### src/rtl/tcp_tx_arbiter.sv
// Round-robin arbiter sharing one TCP encoder between N_REQ payload sources.
// Streams the owner's words to the encoder, then waits for fin (or a timeout) before releasing.
module tcp_tx_arbiter #(
    parameter int N_REQ   = 4,
    parameter int IDX_W   = 2,
    parameter int FIN_TMO = 1024
) (
    input  logic                  clk,
    input  logic                  reset,
    input  logic [N_REQ-1:0]      req,
    input  logic [16*N_REQ-1:0]   req_len,
    input  logic [32*N_REQ-1:0]   src_data,
    input  logic [N_REQ-1:0]      src_av,
    output logic [N_REQ-1:0]      src_rd,
    output logic [IDX_W-1:0]      grant_idx,
    output logic                  busy,
    output logic                  enc_start,
    output logic [31:0]           enc_data,
    output logic                  enc_av,
    output logic [15:0]           enc_len,
    input  logic                  enc_fin,
    output logic [N_REQ-1:0]      done,
    output logic [N_REQ-1:0]      err
);

    typedef enum logic [1:0] {IDLE, STREAM, WAIT_FIN, RELEASE} state_t;

    localparam int TMO_W = (FIN_TMO > 2) ? $clog2(FIN_TMO) : 1;
    localparam int WL_W  = 15;

    state_t             state_q, state_d;
    logic [IDX_W-1:0]   rr_ptr_q, rr_ptr_d;
    logic [IDX_W-1:0]   grant_idx_q, grant_idx_d;
    logic               busy_q, busy_d;
    logic [15:0]        enc_len_q, enc_len_d;
    logic [WL_W-1:0]    words_left_q, words_left_d;
    logic               first_q, first_d;
    logic [TMO_W-1:0]   tmo_q, tmo_d;
    logic [N_REQ-1:0]   done_q, done_d;
    logic [N_REQ-1:0]   err_q, err_d;

    logic               pick_found_s;
    logic [IDX_W-1:0]   pick_idx_s;
    logic [IDX_W:0]     cand_s;
    logic [15:0]        pick_len_s;
    logic [16:0]        len_sum_s;
    logic               g_av_s;
    logic [31:0]        g_data_s;
    logic [N_REQ-1:0]   onehot_s;
    logic               accept_s;

    // Cyclic search for the first request at or after rr_ptr
    always_comb begin
        pick_found_s = 1'b0;
        pick_idx_s   = '0;
        cand_s       = '0;
        for (int i = 0; i < N_REQ; i++) begin
            cand_s = {1'b0, rr_ptr_q} + (IDX_W+1)'(i);
            if (cand_s >= (IDX_W+1)'(N_REQ)) begin
                cand_s = cand_s - (IDX_W+1)'(N_REQ);
            end else begin
                cand_s = cand_s;
            end
            if (!pick_found_s && req[cand_s[IDX_W-1:0]]) begin
                pick_found_s = 1'b1;
                pick_idx_s   = cand_s[IDX_W-1:0];
            end else begin
                pick_found_s = pick_found_s;
            end
        end
    end

    // Source muxes: length of the candidate, data/valid of the owner
    always_comb begin
        pick_len_s = 16'd0;
        g_av_s     = 1'b0;
        g_data_s   = 32'd0;
        for (int i = 0; i < N_REQ; i++) begin
            if (pick_idx_s == IDX_W'(i)) begin
                pick_len_s = req_len[i*16 +: 16];
            end else begin
                pick_len_s = pick_len_s;
            end
            if (grant_idx_q == IDX_W'(i)) begin
                g_av_s   = src_av[i];
                g_data_s = src_data[i*32 +: 32];
            end else begin
                g_av_s   = g_av_s;
                g_data_s = g_data_s;
            end
        end
    end

    assign len_sum_s = {1'b0, pick_len_s} + 17'd3;
    assign onehot_s  = {{(N_REQ-1){1'b0}}, 1'b1} << grant_idx_q;
    assign accept_s  = (state_q == STREAM) && (words_left_q != '0) && g_av_s;

    // Encoder-facing stream signals follow the owner combinationally
    always_comb begin
        enc_av    = accept_s;
        src_rd    = accept_s ? onehot_s : '0;
        enc_data  = (state_q == STREAM) ? g_data_s : 32'd0;
        enc_start = (state_q == STREAM) && first_q && (accept_s || (words_left_q == '0));
    end

    // Next-state and registered-output computation
    always_comb begin
        state_d      = state_q;
        rr_ptr_d     = rr_ptr_q;
        grant_idx_d  = grant_idx_q;
        busy_d       = busy_q;
        enc_len_d    = enc_len_q;
        words_left_d = words_left_q;
        first_d      = first_q;
        tmo_d        = tmo_q;
        done_d       = '0;
        err_d        = '0;
        case (state_q)
            IDLE: begin
                if (pick_found_s) begin
                    grant_idx_d  = pick_idx_s;
                    enc_len_d    = pick_len_s;
                    words_left_d = len_sum_s[16:2];
                    busy_d       = 1'b1;
                    first_d      = 1'b1;
                    state_d      = STREAM;
                end else begin
                    state_d = IDLE;
                end
            end
            STREAM: begin
                if (words_left_q == '0) begin
                    first_d = 1'b0;
                    tmo_d   = '0;
                    state_d = WAIT_FIN;
                end else if (accept_s) begin
                    first_d      = 1'b0;
                    words_left_d = words_left_q - WL_W'(1);
                    if (words_left_q == WL_W'(1)) begin
                        tmo_d   = '0;
                        state_d = WAIT_FIN;
                    end else begin
                        state_d = STREAM;
                    end
                end else begin
                    state_d = STREAM;
                end
            end
            WAIT_FIN: begin
                // fin takes priority over a coincident timeout
                if (enc_fin) begin
                    done_d  = onehot_s;
                    busy_d  = 1'b0;
                    state_d = RELEASE;
                end else if (tmo_q == TMO_W'(FIN_TMO - 1)) begin
                    err_d   = onehot_s;
                    busy_d  = 1'b0;
                    state_d = RELEASE;
                end else begin
                    tmo_d = tmo_q + TMO_W'(1);
                end
            end
            RELEASE: begin
                if (grant_idx_q == IDX_W'(N_REQ - 1)) begin
                    rr_ptr_d = '0;
                end else begin
                    rr_ptr_d = grant_idx_q + IDX_W'(1);
                end
                state_d = IDLE;
            end
            default: begin
                state_d = IDLE;
                busy_d  = 1'b0;
            end
        endcase
    end

    // State registers with synchronous reset
    always_ff @(posedge clk) begin
        if (reset) begin
            state_q      <= IDLE;
            rr_ptr_q     <= '0;
            grant_idx_q  <= '0;
            busy_q       <= 1'b0;
            enc_len_q    <= 16'd0;
            words_left_q <= '0;
            first_q      <= 1'b0;
            tmo_q        <= '0;
            done_q       <= '0;
            err_q        <= '0;
        end else begin
            state_q      <= state_d;
            rr_ptr_q     <= rr_ptr_d;
            grant_idx_q  <= grant_idx_d;
            busy_q       <= busy_d;
            enc_len_q    <= enc_len_d;
            words_left_q <= words_left_d;
            first_q      <= first_d;
            tmo_q        <= tmo_d;
            done_q       <= done_d;
            err_q        <= err_d;
        end
    end

    assign grant_idx = grant_idx_q;
    assign busy      = busy_q;
    assign enc_len   = enc_len_q;
    assign done      = done_q;
    assign err       = err_q;

endmodule

### config.mk
export PLATFORM = sky130hd
export DESIGN_NAME = tcp_tx_arbiter
export DESIGN_NICKNAME = d
export VERILOG_FILES = /design/src/rtl/tcp_tx_arbiter.sv
export SDC_FILE = /design/constraint.sdc
export NUM_CORES = 1
export LEC_CHECK = 0
export CAP_MARGIN = 20
export CORE_ASPECT_RATIO = 1.1
export CORE_UTILIZATION = 32
export DETAILED_ROUTE_END_ITERATION = 12
export DONT_BUFFER_PORTS = 1
export GPL_TIMING_DRIVEN = 0
export PLACE_DENSITY_LB_ADDON = 0.2
export SLEW_MARGIN = 20
export SYNTH_ARGS = -nofsm -noshare
export SYNTH_HDL_FRONTEND = slang
export SYNTH_SLANG_ARGS = --single-unit
### constraint.sdc
create_clock -name clk -period 4.1 [get_ports clk]
set_input_delay 0.615 -clock clk [delete_from_list [all_inputs] [get_ports clk]]
set_output_delay 0.615 -clock clk [all_outputs]
set_load 0.005 [all_outputs]
==> out/qor.csv <==
metric;value;unit
status;finished clean;
syn_to_final_growth;11.8;%
vias_per_cell;5.84;
initial_core_util;32.9;%
synth.top_cell.area_share;25.0;%
synthTopCellsByArea;dfxtp_1, a21oi_1, nor2_1;
hold_violations;0;
dpl.hpwl;13.6;mm
synth.most_common_cell;nor2_1;
cp.buffers_inverters;4;
n_fill_cell;1501;
grt_pass1_wl;24.7;mm
setup_tns;0;ns
yosysUniqueCellTypes;63;
tightestPinTransition;0.697;ns
timing.hold.ws;0.473;ns
numPortBuffers;0;
grt_pass1_vias;4652;
ys_ff_latch;57;
slew_viol_final;0;
clock_latency;0.32;ns
core;13900;um2
syn_area_per_cell;6.56;um2
critPathTopFamily;buffers and inverters;
rsz0062_at_grt;no;
max-cap-violations;0;
worst_setup_path_end_kind;output pin;
synth_ff_type;dfxtp_1;
antenna_found_initial;1;
vias;5266;
std_cell_rows;45;
syn_nets;905;
grt_overflow;0;
cp.arrival;3.02;ns
ctsHtreeMaxLevel;3;
crit_chain;ha_1 -> buf_2 -> a21oi_1 -> a221oi_1 -> nor2_1 -> or3_1 -> buf_2 -> inv_2 -> clkbuf_2 -> and2_1;
fin_crit_sh;88.6;%
track_usage;22.0;%
cts_tree;done;
worst_slack;0.468;ns
netlist_instances;695;
post_drt_wl_per_cell;19.3;um
min_path_type;reg -> reg;
register_area;1140;um2
die_w;116;um
drc;0;
multi_input_area;3100;um2
ys_seq_area_share;25.0;%
synth_edf_count;0;
total_leakage_power;1.99;nW
cts_buffers;9;
ant_nets;0;
ios;268;
routed_wirelength;17.4;mm
max_freq;275;MHz
cp_common_cell;buf_2;
preCtsSetupSlack;0.567;ns
drt_first_iter_violations;428;
drt-pass1-iter-count;7;
cts_buffer_depth;2;
worst_setup_path_start_kind;flop;
yosys-top-cells-count;nor2_1, a21oi_1, nand2_1;
setup_viol;0;
grt_max_degree;12;
syn_area;4560;um2
crit_fanout;10;
num-nets-final;916;
required;3.48;ns
synth_top_area_cell;dfxtp_1;
drive_gt1_share;6.05;%
synth_warnings;0;
die_area;14700;um2
cts-root-buf;clkbuf_16;
vdd_ir_drop_max;0.000230;V
power_density;436;nW/um2
fin_crit;3.63;ns
ctsHoldBuffers;0;
relSlewSlack;53.5;%
die_y;127;um
clk_pin_slew;0.06;ns
cts_num_sinks;57;
slowest_delay;0.50;ns
finClkSkew;0.00660;ns
slowest_stage;dfxtp_1;
synth-async-reset-ratio;0;%
power;2.22;mW
gp_congestion;0.837;
critical_path_class;reg -> out;
-- path summary, 6_finish.rpt --
check,depth (start not counted),to,from,slack [ns]
worst min register to register,2,tmo_q[1],tmo_q[1],0.47
worst min-delay path,2,tmo_q[1],tmo_q[1],0.47
worst max-delay path,10,src_rd[0],grant_idx[0],0.47
worst max register to register,12,words_left_q[8],grant_idx[0],1.00
-- routing by layer --
layer / vias to the layer above / wire (um) / global-route usage (%) / part of all wire (%)
met5: - / 0 / 0 / 0
met2: 282 / 8820 / 40.5 / 51
li1: 2487 / - / - / -
met3: 31 / 1270 / 4.79 / 7.3
met1: 2466 / 6730 / 24.4 / 39
met4: 0 / 551 / 7.62 / 3.2
-- final cells by class --
cell class / count / area share (%)
Clock inverter: 6 / 1.30
Inverter: 9 / 0.663
Buffer: 54 / 5.67
Sequential cell: 57 / 22.4
Tap cell: 188 / 4.62
Multi-Input combinational cell: 575 / 60.8
Antenna cell: 2 / 0.0982
Clock buffer: 10 / 4.49
-- worst reg2reg max path: stages (launching register included) --
cell and delay, ns:
dfxtp_1 0.50, ha_1 0.23, buf_2 0.26, a21oi_1 0.10, a221oi_1 0.42, nor2_1 0.08
or3_1 0.36, buf_2 0.17, nand2_1 0.29, nand2_1 0.09, a21oi_1 0.16, o32ai_1 0.10
a31o_2 0.23
-- sequential cells by signal (all words and copies together) (netlist names), named ones only --
register	cells
enc_len	16
words_left_q	15
tmo_q	10
done	4
err	4
grant_idx	2
rr_ptr_q	2
busy	1
first_q	1
state_q	1
-- report_power, final --
group / leakage [nW] / internal, mW / total (mW) / switching, mW
combinational: 1.39 / 0.286 / 0.794 / 0.507
clock: 0.135 / 0.471 / 0.749 / 0.278
sequential: 0.467 / 0.613 / 0.678 / 0.0650
total: 1.99 / 1.37 / 2.22 / 0.850
-- cell usage in the layout (no fill, tap or decap), types with 3 or more instances in the layout --
cell / instances
a32o_2: 3
nor4_1: 4
a311oi_1: 3
ha_1: 7
nand4_1: 4
o21ai_0: 18
a32oi_1: 3
nor2b_1: 6
nand3_1: 5
buf_6: 8
a21oi_1: 125
buf_2: 4
clkbuf_1: 35
clkbuf_16: 9
a211oi_1: 3
clkinvlp_4: 3
a22oi_1: 33
o31ai_1: 3
nand2b_1: 7
nand3b_1: 3
dfxtp_1: 57
xnor2_1: 5
and2_1: 17
nor2_1: 151
nand4b_1: 4
a32o_1: 9
nor3_1: 11
or3_1: 8
a31oi_1: 11
nand2_1: 86
and3_1: 7
buf_1: 5
a21o_1: 4
inv_1: 8
-- cell families (layout without fill, tap and decap cells) --
kind of cell | Yosys count | in the layout | synth area share, %
compound gates | 235 | 235 | 32.4
other cells | 0 | 2 | 0
buf+inv | 63 | 79 | 7.05
xor+xnor | 6 | 6 | 1.15
mux | 3 | 3 | 0.686
flops | 57 | 57 | 25.0
simple gates | 324 | 324 | 31.8
fa+ha+maj | 7 | 7 | 1.92
-- through the flow --
step / area [um2] / instances / util, %
after floorplan: 4560 / 695 / -
after global placement: 4790 / 883 / 34.6
after detailed placement: 4790 / 883 / 34.6
after CTS: 5090 / 899 / 36.7
after global routing: 5090 / 900 / 36.8
final: 5090 / 901 / 36.8
-- what timing repair did --
item,in CTS,in global routing
endpoints found under the setup margin,0,1
resized for setup,0,2
setup buffers,0,0
Note: power is estimated with default switching activity, not from simulation.
